**config.mk**
```make
export PLATFORM = sky130hd
export DESIGN_NAME = ysyx_store_queue_flat
export DESIGN_NICKNAME = d
export VERILOG_FILES = /design/src/rtl/ysyx_store_queue_if.sv /design/src/rtl/ysyx_store_queue.sv /design/src/flat_wrapper.sv
export SDC_FILE = /design/constraint.sdc
export NUM_CORES = 1
export LEC_CHECK = 0
export ABC_AREA = 1
export BUFFER_PORTS_ARGS = -buffer_cell sky130_fd_sc_hd__buf_4
export CAP_MARGIN = 20
export CELL_PAD_IN_SITES_DETAIL_PLACEMENT = 1
export CELL_PAD_IN_SITES_GLOBAL_PLACEMENT = 1
export CORE_MARGIN = 3
export CORE_UTILIZATION = 37
export CTS_BUF_LIST = sky130_fd_sc_hd__clkbuf_2 sky130_fd_sc_hd__clkbuf_4 sky130_fd_sc_hd__clkbuf_8
export DETAILED_ROUTE_END_ITERATION = 12
export GPL_TIMING_DRIVEN = 0
export PLACE_DENSITY = 0.71
export SYNTH_ARGS = -nofsm -noshare
export SYNTH_HDL_FRONTEND = slang
export SYNTH_SLANG_ARGS = --single-unit
export TNS_END_PERCENT = 100
```
**constraint.sdc**
```tcl
create_clock -name clock -period 7.9 [get_ports clock]
set_input_delay 1.185 -clock clock [delete_from_list [all_inputs] [get_ports clock]]
set_output_delay 1.185 -clock clock [all_outputs]
set_load 0.005 [all_outputs]
```
**src/rtl/ysyx_store_queue_if.sv**
```systemverilog
// Store queue ports: LSU push side, AXI-like write bus side,
// load conflict probe and fence handshake.
interface ysyx_store_queue_if #(
   parameter int XLEN  = 32,
   parameter int DEPTH = 4
);
   localparam int CW = $clog2(DEPTH) + 1;

   logic            in_valid;
   logic [XLEN-1:0] in_addr;
   logic [XLEN-1:0] in_wdata;
   logic [7:0]      in_wstrb;
   logic            out_in_ready;

   logic [XLEN-1:0] out_lsu_awaddr;
   logic            out_lsu_awvalid;
   logic [XLEN-1:0] out_lsu_wdata;
   logic [7:0]      out_lsu_wstrb;
   logic            out_lsu_wvalid;
   logic            lsu_wready;

   logic [XLEN-1:0] ld_addr;
   logic            out_ld_conflict;
   logic            fence_req;
   logic            out_fence_done;
   logic [CW-1:0]   out_count;

   modport master (
      output in_valid, in_addr, in_wdata, in_wstrb,
      output lsu_wready, ld_addr, fence_req,
      input  out_in_ready, out_lsu_awaddr, out_lsu_awvalid,
      input  out_lsu_wdata, out_lsu_wstrb, out_lsu_wvalid,
      input  out_ld_conflict, out_fence_done, out_count
   );

   modport slave (
      input  in_valid, in_addr, in_wdata, in_wstrb,
      input  lsu_wready, ld_addr, fence_req,
      output out_in_ready, out_lsu_awaddr, out_lsu_awvalid,
      output out_lsu_wdata, out_lsu_wstrb, out_lsu_wvalid,
      output out_ld_conflict, out_fence_done, out_count
   );
endinterface

```
**src/rtl/ysyx_store_queue.sv**
```systemverilog
// Committed-store FIFO that drains to the bus one write at a time,
// with a one-cycle turnaround gap after every write response.
module ysyx_store_queue #(
   parameter int XLEN  = 32,
   parameter int DEPTH = 4
) (
   input logic              clock,
   input logic              reset,
   ysyx_store_queue_if.slave sq
);
   localparam int PW = $clog2(DEPTH);
   localparam int CW = PW + 1;

   typedef enum logic [1:0] {
      S_IDLE,
      S_BUSY,
      S_GAP
   } state_e;

   state_e          state_q;
   logic            valid_q;
   logic [PW-1:0]   head_q, head_d;
   logic [PW-1:0]   tail_q, tail_d;
   logic [CW-1:0]   count_q, count_d;
   logic [XLEN-1:0] addr_q [DEPTH];
   logic [XLEN-1:0] data_q [DEPTH];
   logic [7:0]      strb_q [DEPTH];
   logic            push, pop;
   logic            conflict;
   logic [PW-1:0]   slot;
   logic            unused_ld;

   assign sq.out_in_ready = (count_q < CW'(DEPTH)) && !sq.fence_req;
   assign push = sq.in_valid && sq.out_in_ready;
   assign pop  = valid_q && sq.lsu_wready;

   always_comb begin
      head_d  = head_q + PW'(pop);
      tail_d  = tail_q + PW'(push);
      count_d = count_q + CW'(push) - CW'(pop);
   end

   // Entering BUSY off count_d lets a fresh push reach the bus next cycle.
   always_ff @(posedge clock) begin
      if (reset) begin
         state_q <= S_IDLE;
         valid_q <= 1'b0;
         head_q  <= '0;
         tail_q  <= '0;
         count_q <= '0;
      end else begin
         head_q  <= head_d;
         tail_q  <= tail_d;
         count_q <= count_d;
         unique case (state_q)
            S_IDLE, S_GAP: begin
               if (count_d != '0) begin
                  state_q <= S_BUSY;
                  valid_q <= 1'b1;
               end else begin
                  state_q <= S_IDLE;
                  valid_q <= 1'b0;
               end
            end
            S_BUSY: begin
               if (sq.lsu_wready) begin
                  state_q <= S_GAP;
                  valid_q <= 1'b0;
               end
            end
            default: begin
               state_q <= S_IDLE;
               valid_q <= 1'b0;
            end
         endcase
      end
   end

   always_ff @(posedge clock) begin
      if (push) begin
         addr_q[tail_q] <= sq.in_addr;
         data_q[tail_q] <= sq.in_wdata;
         strb_q[tail_q] <= sq.in_wstrb;
      end
   end

   // Word-granular match over every occupied slot, head included.
   always_comb begin
      conflict = 1'b0;
      slot     = '0;
      for (int k = 0; k < DEPTH; k++) begin
         slot = head_q + PW'(k);
         if ((CW'(k) < count_q) &&
             (addr_q[slot][XLEN-1:2] == sq.ld_addr[XLEN-1:2]))
            conflict = 1'b1;
      end
   end

   assign unused_ld = ^sq.ld_addr[1:0];

   assign sq.out_ld_conflict = conflict;
   assign sq.out_lsu_awaddr  = addr_q[head_q];
   assign sq.out_lsu_wdata   = data_q[head_q];
   assign sq.out_lsu_wstrb   = strb_q[head_q];
   assign sq.out_lsu_awvalid = valid_q;
   assign sq.out_lsu_wvalid  = valid_q;
   assign sq.out_count       = count_q;
   assign sq.out_fence_done  = (count_q == '0) && (state_q == S_IDLE);
endmodule

```
**src/flat_wrapper.sv**
```systemverilog
// flat-port wrapper written by rule: the top's interface ports become plain ports
module ysyx_store_queue_flat 
#(
   parameter int XLEN  = 32,
   parameter int DEPTH = 4
)
  (clock, reset, sq_in_valid, sq_in_addr, sq_in_wdata, sq_in_wstrb, sq_lsu_wready, sq_ld_addr, sq_fence_req, sq_out_in_ready, sq_out_lsu_awaddr, sq_out_lsu_awvalid, sq_out_lsu_wdata, sq_out_lsu_wstrb, sq_out_lsu_wvalid, sq_out_ld_conflict, sq_out_fence_done, sq_out_count);
  ysyx_store_queue_if #(.XLEN(XLEN), .DEPTH(DEPTH)) sq_i ();
  input logic clock;
  input logic reset;
  input wire logic [$bits(sq_i.in_valid)-1:0] sq_in_valid;
  input wire logic [$bits(sq_i.in_addr)-1:0] sq_in_addr;
  input wire logic [$bits(sq_i.in_wdata)-1:0] sq_in_wdata;
  input wire logic [$bits(sq_i.in_wstrb)-1:0] sq_in_wstrb;
  input wire logic [$bits(sq_i.lsu_wready)-1:0] sq_lsu_wready;
  input wire logic [$bits(sq_i.ld_addr)-1:0] sq_ld_addr;
  input wire logic [$bits(sq_i.fence_req)-1:0] sq_fence_req;
  output wire logic [$bits(sq_i.out_in_ready)-1:0] sq_out_in_ready;
  output wire logic [$bits(sq_i.out_lsu_awaddr)-1:0] sq_out_lsu_awaddr;
  output wire logic [$bits(sq_i.out_lsu_awvalid)-1:0] sq_out_lsu_awvalid;
  output wire logic [$bits(sq_i.out_lsu_wdata)-1:0] sq_out_lsu_wdata;
  output wire logic [$bits(sq_i.out_lsu_wstrb)-1:0] sq_out_lsu_wstrb;
  output wire logic [$bits(sq_i.out_lsu_wvalid)-1:0] sq_out_lsu_wvalid;
  output wire logic [$bits(sq_i.out_ld_conflict)-1:0] sq_out_ld_conflict;
  output wire logic [$bits(sq_i.out_fence_done)-1:0] sq_out_fence_done;
  output wire logic [$bits(sq_i.out_count)-1:0] sq_out_count;
  assign sq_i.in_valid = sq_in_valid;
  assign sq_i.in_addr = sq_in_addr;
  assign sq_i.in_wdata = sq_in_wdata;
  assign sq_i.in_wstrb = sq_in_wstrb;
  assign sq_i.lsu_wready = sq_lsu_wready;
  assign sq_i.ld_addr = sq_ld_addr;
  assign sq_i.fence_req = sq_fence_req;
  assign sq_out_in_ready = sq_i.out_in_ready;
  assign sq_out_lsu_awaddr = sq_i.out_lsu_awaddr;
  assign sq_out_lsu_awvalid = sq_i.out_lsu_awvalid;
  assign sq_out_lsu_wdata = sq_i.out_lsu_wdata;
  assign sq_out_lsu_wstrb = sq_i.out_lsu_wstrb;
  assign sq_out_lsu_wvalid = sq_i.out_lsu_wvalid;
  assign sq_out_ld_conflict = sq_i.out_ld_conflict;
  assign sq_out_fence_done = sq_i.out_fence_done;
  assign sq_out_count = sq_i.out_count;
  ysyx_store_queue #(.XLEN(XLEN), .DEPTH(DEPTH)) u_core (.clock(clock), .reset(reset), .sq(sq_i));
endmodule
```
# Yosys cells after proc, flatten, opt, wreduce, memory -nomap -nowiden
# Memory sizes are Yosys's and may differ from the RTL's. A register that Yosys moved wholly into a read port is not among the register bits.
# Index checks and enable logic that the tools add are counted.
dict set report totals {
  ff_bits 10
  latchBits 0
  mem_bits_rw 288
  mem_bits_ro 0
  output_inout_bits 80
  n_memories 3
}
# name depth word_bits rd rd_ports_with_merged_regs wr line
set mem_list {}
lappend mem_list {u_core.addr_q 4 32 4 1 1 ysyx_store_queue.sv:25} ;# logic [XLEN-1:0] addr_q [DEPTH];
lappend mem_list {u_core.data_q 4 32 1 1 1 ysyx_store_queue.sv:26} ;# logic [XLEN-1:0] data_q [DEPTH];
lappend mem_list {u_core.strb_q 4 8 1 1 1 ysyx_store_queue.sv:27} ;# logic [7:0] strb_q [DEPTH];
dict set report op_classes {
  add_sub_neg 7
  mul 0
  div 0
  n_lt_le_gt_ge 5
  n_eq_ne 7
  shift 0
  mux 15
  bitwise 0
  reduce_logical 13
}
# operator n
set ops {}
lappend ops {{equality test 30 bit} 4}
lappend ops {{two-way mux 1 bit} 9}
lappend ops {{logical AND 1 bit} 8}
lappend ops {{two-way mux 2 bit} 4}
lappend ops {{< comparator 1 x 3 -> 1 bit (first input constant)} 2}
lappend ops {{< comparator 2 x 3 -> 1 bit (first input constant)} 2}
lappend ops {{adder 2 x 1 -> 2 bit} 2}
lappend ops {{adder 2 bit (second input constant)} 2}
lappend ops {{one-hot mux 2 bit (2 select lines)} 1}
lappend ops {{adder 3 x 1 -> 3 bit} 1}
lappend ops {{logical NOT 3 bit} 1}
lappend ops {{< comparator 3 bit (second input constant)} 1}
lappend ops {{nonzero test 3 bit} 1}
lappend ops {{subtractor 3 x 1 -> 3 bit} 1}
lappend ops {{adder 2 x 1 -> 2 bit (second input constant)} 1}
lappend ops {{equality test 2 x 1 -> 1 bit (second input constant)} 1}
lappend ops {{equality test 2 bit (second input constant)} 1}
lappend ops {{logical NOT 2 bit} 1}
lappend ops {{!= test 2 bit (second input constant)} 1}
lappend ops {{one-hot mux 1 bit (2 select lines)} 1}
lappend ops {{OR reduction 2 bit} 1}
lappend ops {{logical NOT 1 bit} 1}

# Longest topological paths before layout
# Gate-level depths: netlist of run 1.
dict set report depth {
  depth_word 8
  ltp_mapped 18
  ltp_nobuf 15
}

# Worst setup path before layout of run 1
# No wires, ideal clock.
dict set report synth_path {
  path_kind {input-to-reg}
  startpoint {input port sq_fence_req}
  endpoint {memory u_core.addr_q[0][0], enable pin}
  setup_ps 591
  arrival_time_ps 6361
  t_required_ps 7309
  slack_ps 948
  cell_stages 3
  cell_sequence {nor2_1 -> nand2_1 -> nor3_1}
}
dict set report synth_via {
  elab_chain_cells 5
}
# element line
set synth_rtl {}
lappend synth_rtl {{start, declared} flat_wrapper.sv:17} ;# input wire logic [$bits(sq_i.fence_req)-1:0] sq_fence_req;
lappend synth_rtl {{logical NOT 1 bit} ysyx_store_queue.sv:33} ;# assign sq.out_in_ready = (count_q < CW'(DEPTH)) && !sq.fence_req;
lappend synth_rtl {{logical AND 1 bit} ysyx_store_queue.sv:33}
lappend synth_rtl {{logical AND 1 bit} ysyx_store_queue.sv:34} ;# assign push = sq.in_valid && sq.out_in_ready;
lappend synth_rtl {{two-way mux 1 bit} ysyx_store_queue.sv:80} ;# if (push) begin
lappend synth_rtl {{two-way mux 1 bit (implied by the code)} ysyx_store_queue.sv:81} ;# addr_q[tail_q] <= sq.in_addr;
lappend synth_rtl {{end, declared} ysyx_store_queue.sv:25}
# Every way passes these cells.

# Worst setup path after layout of run 1
dict set report layout_path {
  startpoint {register u_core.head_q[1]}
  endpoint {output port sq_out_ld_conflict}
}
dict set report layout_via {
  elab_chain_cells 7
}
# element line
set layout_rtl {}
lappend layout_rtl {{start, declared} ysyx_store_queue.sv:22} ;# logic [PW-1:0] head_q, head_d;
lappend layout_rtl {{start signal, assigned} ysyx_store_queue.sv:48} ;# head_q <= '0;
lappend layout_rtl {{start signal, assigned} ysyx_store_queue.sv:52} ;# head_q <= head_d;
lappend layout_rtl {{adder 2 x 1 -> 2 bit} ysyx_store_queue.sv:92} ;# slot = head_q + PW'(k);
lappend layout_rtl {{memory read (4 x 32 bit) *} n/a}
lappend layout_rtl {{equality test 30 bit} ysyx_store_queue.sv:94} ;# (addr_q[slot][XLEN-1:2] == sq.ld_addr[XLEN-1:2]))
lappend layout_rtl {{logical AND 1 bit} ysyx_store_queue.sv:93} ;# if ((CW'(k) < count_q) &&
lappend layout_rtl {{two-way mux 1 bit (2 in a row)} ysyx_store_queue.sv:93}
lappend layout_rtl {{two-way mux 1 bit *} ysyx_store_queue.sv:93}
lappend layout_rtl {{end, declared} flat_wrapper.sv:24} ;# output wire logic [$bits(sq_i.out_ld_conflict)-1:0] sq_out_ld_conflict;
# Every way passes the cells marked *; elsewhere a longest branch is shown, timed or not.

==> results, run 1 <==
- The post-detailed-route count of antenna-violating nets is 0.
- The hold violation count in the final report is 0.
- The nature of the critical path startpoint is a flip-flop.
- Across every metal layer, demand over resource in global routing totals between 20% and 30%.
- At the end of the flow, the number of nets in the layout was approximately 2300.
- The number of nets handed over by synthesis was 1995.
- The ratio of routed vias to standard cells is 5.41.
- At the pin with the least slew margin, the transition time is between 1 and 1.5 ns.
- Cells with a size suffix above 1 make up roughly 16% of the layout.
- Summed over all layers, the global routing overflow is 0.
- The area growth from synthesis to layout is 22.2%.
- The total number of vias is 14722.
- Hold timing on the final database bottoms out at a slack of 0.461 ns.
- The worst setup path is captured at a primary output.
- The finished cells cover 19100 sq um.
- The critical path's largest stage delay is about 0.9 ns.
- The highest ir drop seen on vdd is ~160 uV.
- The synthesized netlist occupies a cell area of 15600 sq um.
- In this run the critical register-to-register path is launched from u_core.sq.out_count[2].
- The worst setup path is of the flip-flop to primary output kind.
- Setup repair after global routing left no endpoint under its margin.
- The final max-slew violation count is 0.
- The buffer depth of the longest clock path is 3.
- The library cell used most frequently in the layout, excluding fill and tap cells, is sky130_fd_sc_hd__nand2_1.
- Before CTS, the worst setup slack after placement is 3.83 ns.
- The TritonCTS clock tree is done.
- The maximum clock frequency is between 200 and 250 MHz.
- The number of register bits inferred by synthesis is roughly 300.
- The pre-antenna-repair detailed-routing pass consisted of 5 iterations.
- The worst setup path startpoint is u_core.head_q[1].
- The post-synthesis average cell area is 8.32 sq um.
- The first routing iteration left between 1000 and 1500 violations.
- CTS placed an instance of sky130_fd_sc_hd__clkbuf_8 at the clock tree root.
- The worst path uses around three fifths of the clock period.
- On the critical path, the stage with the largest delay is an instance of sky130_fd_sc_hd__clkbuf_1.
- Measured on the finished design, the core utilization comes to 46.3%.
- The largest fanout on the critical path is 10.
- For this design, the CTS-stage hold fixing added 0 buffers.
- The register-to-register setup slack is 5.50 ns.
- After detailed routing, the number of remaining DRC violations is 0.
- The half-perimeter wire length after placement is 47200 microns.
- After synthesis, the netlist uses 26 different library cells.
- Setup violations remaining at the end of the flow were counted as 0.
- From left edge to right edge, the die measures between 200 and 250 microns.
- The count of buffers from port buffering is 185.
- The total wirelength of the detailed-routed design is 63800 microns.
- The core area is 41300 sq um.
- Dividing the detail-routed wire length by the instance count gives around 23 microns.
- The critical path goes through inv_2, clkbuf_1, nand3_1, nand2_1, inv_1, nand2_1, nand2_1, nor2_1, nand2_1, nor2_1, nand2_1, nor2_1, nor2_1, nand2_1, buf_4.
- For the worst-skew pair, the clock arrives at the later sink with an insertion delay of ~0.63 ns.
- The number of antenna violations at the first check in global routing came to 2.
- Setup slack closes at between 3 and 4 ns.
- The via count of the first global-routing pass is 15250.
- The cell row count is between 70 and 80.
- The run finished with clean final reports.
- The worst setup skew after layout is 0.0255 ns.
- The count of mapped cells out of synthesis is 1879.
- The clock edge transition at the registers on the reported setup and hold paths is 0.06 ns.
- The number of gates resized after CTS is 0.
- The library cells used most frequently in the layout, excluding fill and tap cells, are sky130_fd_sc_hd__nand2_1, sky130_fd_sc_hd__nand3_1, sky130_fd_sc_hd__edfxtp_1.
- The type of the tightest min-delay check is flip-flop to flip-flop.
- The most repeated library cell on the critical path is sky130_fd_sc_hd__nand2_1.
- The floorplan step defined a die boundary enclosing 44800 sq um.
- The data arrival time of the critical path is around 3.7 ns.
- Clock tree synthesis inserted a total of 50 buffers.
- The source of the worst hold timing path is u_core.state_q[1].
- The required time at the endpoint of the critical path is 6.71 ns.
- The number of clock sinks is 298.
- The worst path in the final design needs a cycle of approximately 4.9 ns, including I/O delays and setup.
- The final total negative setup slack is 0 ns.
- The number of I/O pins is 189.
- The sequential share of the synthesized area is 56.6%.
- Max-cap violations in this run came to 0.
- The tightest slew margin relative to the limit is 19.9%.
- Entering global routing, the biggest net connects 16 pins.
- The buffers inserted during post-CTS setup optimization is 0.
- The final weighted congestion of routability-driven global placement is 0.945.
- The first global-routing pass estimated 93200 microns of wire.
- The effective utilization at floorplan is 37.9%.
- The post-place instance area is approximately 18000 sq um.
- The warning count from the yosys run is 0.
- Dividing total power by cell area gives a power density of 258 nW/um^2.
- The overall die height is between 200 and 250 microns.
- The H-tree was split into 2 levels.
- The analysis attributes to cell leakage a power of roughly 8.6 nW.
==> cell type report <==
type	instances	area [sq um]
Sequential cell	298	8850
Antenna cell	1	2.50
Tap cell	532	666
Timing Repair Buffer	221	1800
Multi-Input combinational cell	1372	5920
Clock buffer	69	831
Buffer	86	430
Fill cell	4971	22200
Clock inverter	21	148
Inverter	123	462
==> stage by stage <==
| stage | power (W) | instances |
|---|---|---|
| detailed placement | 0.00359 | 2632 |
| CTS | 0.00495 | 2722 |
| global placement | 0.00354 | 2596 |
| finish | 0.00493 | 2723 |
| floorplan | 0.00279 | 1879 |
| global route | 0.00520 | 2723 |
==> metal layers <==
metal  GRT usage, %  share of wire (%)  up-vias
met5              0              0.020        -
met4           14.0                5.0        2
met3           5.82                7.4      176
met2           48.2                 48      579
met1           34.5                 40     7149
li1               -                  -     6816
==> flip-flops by register name, indices dropped and copies added, names as in the netlist <==
register and flops:
u_core.state_q 2, u_core.tail_q 2, u_core.addr_q 128, u_core.strb_q 32
u_core.sq.out_lsu_awvalid 1, u_core.sq.out_count 3, u_core.data_q 128, u_core.head_q 2
==> logic make-up after synthesis <==
group	share of synthesized area, %
and+or+nand+nor	33.9
xor gates and xnor gates	0.168
DFF	56.6
AOI/OAI and AO/OA	3.06
adders and majority gates	0.608
buffers and inverters	5.70
==> Yosys cell counts (all sizes together) <==
library cell	instances	area (sq um)
a21oi	5	25.0
a22oi	42	315
and2	1	6.26
buf	52	303
clkbuf	34	128
clkinv	2	7.51
dfxtp	10	200
edfxtp	288	8650
fa	1	20.0
ha	6	75.1
inv	121	454
nand2	827	3110
nand3	359	1800
nor2	92	345
nor3	7	35.0
nor4	1	6.26
o21ai	26	130
o31ai	1	7.51
or2	1	6.26
xnor2	3	26.3
==> worst max-delay path, delay by kind of cell, from the launching register on <==
kind | cells | cell delay (ns)
buffers and inverters | 4 | 1.23
and+or+nand+nor | 11 | 1.46
DFF | 1 | 0.34
==> power breakdown <==
| group | internal, W | switching, W |
|---|---|---|
| clock network | 0.000720 | 0.000640 |
| registers | 0.00181 | 0.0000303 |
| logic | 0.000554 | 0.00118 |
==> final timing paths <==
path,endpoint,cells after the start
worst min-delay path,u_core.state_q[1],1
worst min register to register,u_core.state_q[1],1
worst max register to register,u_core.data_q[3][24],6
worst max-delay path,sq_out_ld_conflict,15
(Power assumes the default switching activity.)
==> run 2: changes to the inputs <==
- ABC_AREA: 1 -> 0
- PLACE_DENSITY: 0.71 -> 0.68
- clock period: 7.9 -> 4.2 ns (I/O delays scaled with it)
==> results, run 2 <==
- The post-detailed-route count of antenna-violating nets is 0.
- The total iterations of the first detailed-routing run is 5.
- In this run, the number of DRC markers left after iteration 0 of detailed routing was 588.
- Summing all placed instances gives a cell area of around 17000 sq um.
- The largest registers in the layout are u_core.addr_q x128, u_core.data_q x128, u_core.strb_q x32.
- The register-to-register setup slack is 1.70 ns.
- The total number of vias is 9435.
- The max-cap check violation count is 0.
- The signed area change from the synthesized netlist to the final layout is 26.2%.
- The number of enable-type register cells in the synthesized netlist is about 290.
- The most frequent cell after synthesis is sky130_fd_sc_hd__edfxtp_1.
- The cell row count is a little over 70.
- The width of the chip is 204 microns.
- The cell area that synthesis handed to floorplanning was 14500 sq um.
- The run finished, with violations left.
- Sorting the synthesized cells by how often they occur yields sky130_fd_sc_hd__edfxtp_1, sky130_fd_sc_hd__mux2i_1, sky130_fd_sc_hd__xnor2_1, sky130_fd_sc_hd__mux4_2, sky130_fd_sc_hd__nor2_1.
- Yosys printed 0 warnings.
- The slowest stage cell on the critical path is sky130_fd_sc_hd__mux4_2.
- The number of I/O pins is 189.
- Measured against its own limit, the worst slew margin works out to between 30 and 40%.
- The smallest clock period supported by the final layout is computed as 4.30 ns.
- The half-perimeter wire length after placement is about 35000 microns.
- The routed wirelength normalized by instance count is 27.4 microns.
- The critical path's largest stage delay is 0.53 ns.
- The critical path runs through a total of 10 cells.
- At the worst endpoint, the required time is ~3.6 ns.
- Entering global routing, the biggest net connects 44 pins.
- The final non-filler cell total is 1725.
- In the synthesized netlist the async set-or-reset flop fraction comes to 0%.
- In the finished design, the share of the clock period the worst path needs comes to 102%.
- The leading cell type in the layout, fill and taps excluded is sky130_fd_sc_hd__edfxtp_1.
- Setup violations remaining at the end of the flow were counted as 1.
- The worst reg2reg path startpoint is u_core.sq.out_count[2].
- The number of clock sinks is slightly below 300.
- The first-pass GRT wire length is 68400 microns.
- The number of placed instances, taps included, is 1614.
- On the critical path the largest part of the delay comes from simple AND/OR/NAND/NOR gates.
- The area fraction of the dominant cell type after synthesis is 59.5%.
- Ranked by total cell area, the synthesized netlist is headed by sky130_fd_sc_hd__edfxtp_1, sky130_fd_sc_hd__mux2i_1, sky130_fd_sc_hd__mux4_2.
- The count of mapped cells out of synthesis is between 900 and 1000.
- The DRC violation count after routing is 0.
- The final weighted congestion of routability-driven global placement is ~0.95.
- The post-route worst setup slack is -0.0995 ns.
- Counting the fill cells in the layout gives 3809.
- The clock root buffer is sky130_fd_sc_hd__clkbuf_8.
- Once the floorplan was initialized, standard cells occupied around two fifths of the core.
- The most used flip-flop cell after synthesis is sky130_fd_sc_hd__edfxtp_1.
- The minimum hold slack is slightly above 0.2 ns.
- The largest total area in the synthesized netlist belongs to sky130_fd_sc_hd__edfxtp_1.
- Leaving out fill and tap cells, the most frequent cells in the layout are sky130_fd_sc_hd__edfxtp_1, sky130_fd_sc_hd__buf_4, sky130_fd_sc_hd__mux2i_1.
- The core area is approximately 38000 sq um.
- The post-route cell area is 18300 sq um.
- In this run the static leakage power is 6.24 nW.
- The proportion of layout cells with a drive suffix above 1 is between 30% and 40%.
- The total grt overflow is 0.
- The unique cell type count in the Yosys netlist is 60.
- The startpoint-to-endpoint class of the critical path is flip-flop to primary output.
- The largest fanout on the critical path is 5.
- The end of the worst register-to-register path is u_core.strb_q[2][4].
- The final max-slew violation count is 0.
- The clock latency reported for the late side of the worst-skew pair is between 0.6 and 0.7 ns.
- The via count of the first global-routing pass is 10330.
- The data arrival time of the critical path is approximately 3.7 ns.
- The maximum clock frequency is around 230 MHz.
- Dividing total power by cell area gives a power density of around 410 nW/um^2.
- The slew of the pin with the lowest slew margin is 0.958 ns.
- The signal on the critical path passes through buf_6, buf_6, mux4_2, xor2_2, nor4_2, nand4_1, a2111oi_4, or4b_4, nand4_1, buf_4.
- The hold violation count in the final report is 0.
- Following the worst setup path forward leads to its endpoint at sq_out_ld_conflict.
- The number of buffers inserted during clock tree synthesis is 50.
- The worst setup path startpoint is u_core.head_q[0].
- Dividing the detail-routed via count by the number of cells gives between 5 and 6.
- The endpoint class of the critical path is a primary output.
- The post-synthesis average cell area is 15.7 sq um.
- The routed design has approximately 47000 microns of wire.
- The synthesized design contains 298 register bits.
- The global-route usage over all layers is 22.5%.
- The depth of the worst register-to-register path is 8.
- The min-delay analysis places its worst path in the category input port to flip-flop.
- The count of nets after finishing is 1291.
- The sequential share of the synthesized area is between 60 and 70%.
- The TritonCTS clock tree is done.
- Setup repair after global routing could not meet its margin everywhere.
- The die covers 41700 sq um.
- The overall die height is between 200 and 250 microns.
- The count of buffering cells on the critical path with inverters included is 3.
- The nature of the critical path startpoint is a flip-flop.
- The net count of the mapped netlist is 1040.
- The number of antenna violations at the first check in global routing is 3.
- The count of buffers from port buffering is approximately 160.
- The highest ir drop seen on vdd is 312 uV.
- The H-tree depth is 2.
- Clock-pin slew was measured on the worst setup and hold paths at 0.07 ns.
- The worst setup skew after layout is 0.0159 ns.
- The buffer depth of the longest clock path is 3.
- The final reports fail on setup timing.
-- run 2: cell count changes in the layout (fill, tap and decap cells not counted), moves of 18 or more --
cell and change:
sky130_fd_sc_hd__buf_6 -21, sky130_fd_sc_hd__a22oi_1 -40, sky130_fd_sc_hd__mux2i_1 +120, sky130_fd_sc_hd__mux4_2 +59, sky130_fd_sc_hd__inv_1 -107, sky130_fd_sc_hd__nand3_1 -355, sky130_fd_sc_hd__buf_2 -23, sky130_fd_sc_hd__nor2_1 -52
sky130_fd_sc_hd__xnor2_1 +63, sky130_fd_sc_hd__xor2_1 +26, sky130_fd_sc_hd__nand4_1 +18, sky130_fd_sc_hd__mux2i_2 +27, sky130_fd_sc_hd__nand2_1 -799
-- run 2: through the flow --
step           power [W]  setup WS (ns)  util, %  setup TNS, ns
2_1_floorplan    0.00429        -0.0370        -          -2.66
3_3_place_gp     0.00493          -2.80     43.0        -507.96
3_5_place_dp     0.00499        0.00587     43.9              0
4_1_cts          0.00763         -0.161     47.2         -0.161
5_1_grt          0.00790         -0.162     48.0         -0.162
6_report         0.00758        -0.0995     48.0        -0.0995
-- run 2: what timing repair did --
action	CTS	global route
resized for setup	52	48
hold buffers	0	0
pin swaps	3	5
setup buffers	10	10
endpoints found under the setup margin	39	1
-- run 2: kinds of logic after synthesis --
logic type                 Yosys count  share of synthesized area (%)
adders and majority gates            7                          0.654
AOI/OAI and AO/OA                   97                           4.72
DFF                                298                           60.9
and+or+nand+nor                    124                           4.28
xor gates and xnor gates            96                           5.78
buffers and inverters               79                           2.95
muxes                              223                           20.8
-- run 2: worst min path at each step --
stage	cells past startpoint	slack, ns	from	to
finish	1	0.21	sq_in_addr[31]	u_core.addr_q[3][31]
global placement	1	0.45	u_core.state_q[1]	u_core.state_q[1]
detailed placement	1	0.45	u_core.state_q[1]	u_core.state_q[1]
global route	1	0.16	sq_in_wdata[15]	u_core.data_q[1][15]
floorplan	1	0.42	u_core.state_q[1]	u_core.state_q[1]
CTS	1	0.14	sq_in_wdata[12]	u_core.data_q[1][12]
-- run 2: area by class of cell --
type                       count  area (sq um)  area share (%)
clock buffer                  66           821            4.47
timing repair buffer         199          1690            9.21
tap                          511           639            3.48
clock inverter                24           173           0.941
antenna                        1          2.50          0.0136
buffer                        65           498            2.71
inverter                      14          55.1           0.300
multi-input combinational    547          5620            30.6
sequential                   298          8850            48.2
-- run 2: worst reg2reg max path, delay by kind of cell (launching register included) --
kind / cells / cell delay [ns]
flip-flops: 1 / 0.39
AND/OR/NAND/NOR: 4 / 0.95
buffers and inverters: 4 / 0.85
-- run 2: where the power goes --
part | switching (W) | total (W) | internal [W]
registers | 0.0000672 | 0.00347 | 0.00341
clock network | 0.00117 | 0.00258 | 0.00140
logic | 0.000829 | 0.00153 | 0.000703
total | 0.00207 | 0.00758 | 0.00551
-- run 2: per-layer routing --
layer	part of all wire (%)	GRT usage, %
met5	0.095	0
met1	40	28.0
met4	2.7	7.52
met2	48	37.3
met3	8.5	7.34
==> run 3: changes to the inputs <==
- REMOVE_ABC_BUFFERS: unset -> 1
==> results, run 3 (same netlist as run 2, synthesis figures left out) <==
- For this block, the initial DRC count from the detailed router was approximately 670.
- The total iterations of the first detailed-routing run is 5.
- During I/O placement, the number of pins put on the boundary was 189.
- Dividing the detail-routed wire length by the instance count gives 25.5 microns.
- The half-perimeter wire length after placement is 29800 microns.
- The shortest period the worst path allows is 4.20 ns.
- The core region is 38200 sq um.
- The post-route worst setup slack is -0.00280 ns.
- The via count of the first global-routing pass is 10196.
- In this run the tightest slew margin relative to its limit is 40.6%.
- The worst-case IR drop observed on VDD is 338 uV.
- The area growth from synthesis to layout is 26.0%.
- Counting every sink on the clock net gives about 300.
- Setup repair after global routing could not meet its margin everywhere.
- The critical path's largest stage delay is 0.53 ns.
- The number of placed instances, taps included, is 1582.
- Between clock sinks in the finished design, the worst skew comes to 0.0143 ns.
- Among the stages of the critical path, the cell type that occurs most often is sky130_fd_sc_hd__mux2i_1.
- The width of the chip is 204 microns.
- The share of the clock period used by the worst path is 100%.
- At the end of the flow, the number of nets in the layout was between 1000 and 1500.
- After global routing the overflow that remains totals 0.
- The power density over cell area is 423 nW/um^2.
- The worst setup path is of the flip-flop to primary output kind.
- The initial utilization of the core area, before any placement, comes to 38.1%.
- The first-pass GRT wire length is 65000 microns.
- The count of buffering cells on the critical path with inverters included is 4.
- The final max-slew violation count was 0.
- The buffer depth of the longest clock path is 3.
- The final reports fail on setup timing.
- The final weighted congestion of routability-driven global placement is 0.871.
- The max-cap check violation count is 0.
- In the final layout, the registers with the most flip-flops are u_core.addr_q x128, u_core.data_q x128, u_core.strb_q x32.
- STA classifies the critical path startpoint as a flip-flop.
- The global-route usage over all layers is 21.0%.
- The largest fanout on the critical path is 27.
- The H-tree depth is 2.
- The total setup violations reported at the end of the flow is 1.
- The flow ran to the end, but the final reports show violations.
- The cell row count is 71.
- The post-layout total power is 0.00775 W.
- The required time at the endpoint of the critical path is about 3.6 ns.
- After detailed routing, the number of remaining DRC violations is 0.
- The hold violation count in the final report is 0.
- The detailed router placed 9237 vias in this run.
- The clock root buffer is sky130_fd_sc_hd__clkbuf_8.
- The endpoint class of the critical path is a primary output.
- The ratio of routed vias to standard cells is about 5.4.
- For this design the static power due to leakage is 6.28 nW.
- Leaving out filler cells and counting taps, the final layout contains 1704.
- Entering global routing, the biggest net connects 48 pins.
- The die covers 41700 sq um.
- Wires add up to between 40000 and 50000 microns.
- The library cell used most frequently in the layout, excluding fill and tap cells, is sky130_fd_sc_hd__edfxtp_1.
- The clock reaches the later pin of the worst-skew pair after 0.61 ns.
- Leaving out fill and tap cells, the most frequent cells in the layout are sky130_fd_sc_hd__edfxtp_1, sky130_fd_sc_hd__buf_4, sky130_fd_sc_hd__mux2i_1.
- The slew of the pin with the lowest slew margin is 0.887 ns.
- The count of buffers from port buffering is between 150 and 200.
- The clock edge transition at the registers on the reported setup and hold paths is about 0.060 ns.
- For the worst setup path, the data arrival time is 3.57 ns.
- The number of antenna violations at the first check in global routing came to 3.
- The antenna diode count is 0.
- The maximum clock frequency is 238 MHz.
- The type of the tightest min-delay check is input port to flip-flop.
- The post-detailed-route count of antenna-violating nets is 0.
- Walking the worst path, the cells encountered are buf_16, buf_6, bufbuf_16, mux2i_1, mux2i_1, xnor2_1, nand2_1, or4b_4, nand4_1, buf_4.
- The TritonCTS clock tree is done.
- TritonCTS created 53 clock buffers.
- The slowest stage cell on the critical path is sky130_fd_sc_hd__or4b_4.
- Among cell families on the critical path, the largest total delay comes from buffers and inverters.
- Of the cells placed in the final design, the portion with a size suffix greater than 1 is a little over a third.
- The die is 204 microns tall.
run 3: cell types whose count changed in the layout (fill, tap and decap cells not counted), sizes merged:
cell	delta
clkdlybuf4s18	-1
buf	-10
clkinvlp	+2
clkinv	-6
bufinv	+1
clkbuf	-13
diode	-1
bufbuf	+7
run 3: final cells by class:
type / count / area (sq um)
Clock buffer: 75 / 913
Tap cell: 511 / 639
Sequential cell: 298 / 8860
Inverter: 14 / 68.8
Timing Repair inverter: 1 / 8.76
Fill cell: 3798 / 19900
Multi-Input combinational cell: 547 / 5390
Timing Repair Buffer: 238 / 2270
Clock inverter: 20 / 181
run 3: power by group:
group          switching [W]  internal [W]  total, W
clock network        0.00121       0.00159   0.00280
registers          0.0000620       0.00341   0.00347
logic               0.000770      0.000715   0.00148
total                0.00204       0.00571   0.00775
run 3: what timing repair did:
item	4_1_cts	5_1_grt
setup endpoints to repair	1	1
gates cloned	9	1
buffers inserted	17	0
gates resized for setup	14	15
pin swaps	3	2
hold buffers	0	0
run 3: through the flow:
step	utilization [%]	hold WS, ns	instance area, sq um	TNS [ns]	setup slack [ns]
2_1_floorplan	-	0.420	14200	-555.75	-3.93
3_3_place_gp	42.4	0.443	16200	-1801.57	-8.14
3_5_place_dp	43.6	0.456	16700	-0.293	-0.293
4_1_cts	47.7	0.135	18200	-0.151	-0.151
5_1_grt	48.0	0.157	18300	-0.143	-0.143
6_report	48.0	0.206	18300	-0.00280	-0.00280
run 3: routing by layer:
| layer | wire (microns) | up-vias | track usage, % |
|---|---|---|---|
| met5 | 43 | - | 0 |
| met4 | 1360 | 6 | 7.20 |
| met3 | 3870 | 74 | 6.61 |
| met2 | 20900 | 353 | 34.9 |
| met1 | 17400 | 4674 | 26.1 |
| li1 | - | 4130 | - |
run 3: path summary, 6_finish.rpt:
kind                          startpoint                   end  slack (ns)  cells past startpoint
hold reg to reg        u_core.state_q[1]     u_core.state_q[1]        0.47                      1
hold / removal            sq_in_wstrb[0]   u_core.strb_q[1][0]        0.21                      1
setup / recovery        u_core.head_q[1]    sq_out_ld_conflict      -0.003                     10
setup reg to reg  u_core.sq.out_count[2]  u_core.data_q[1][10]        1.71                      7
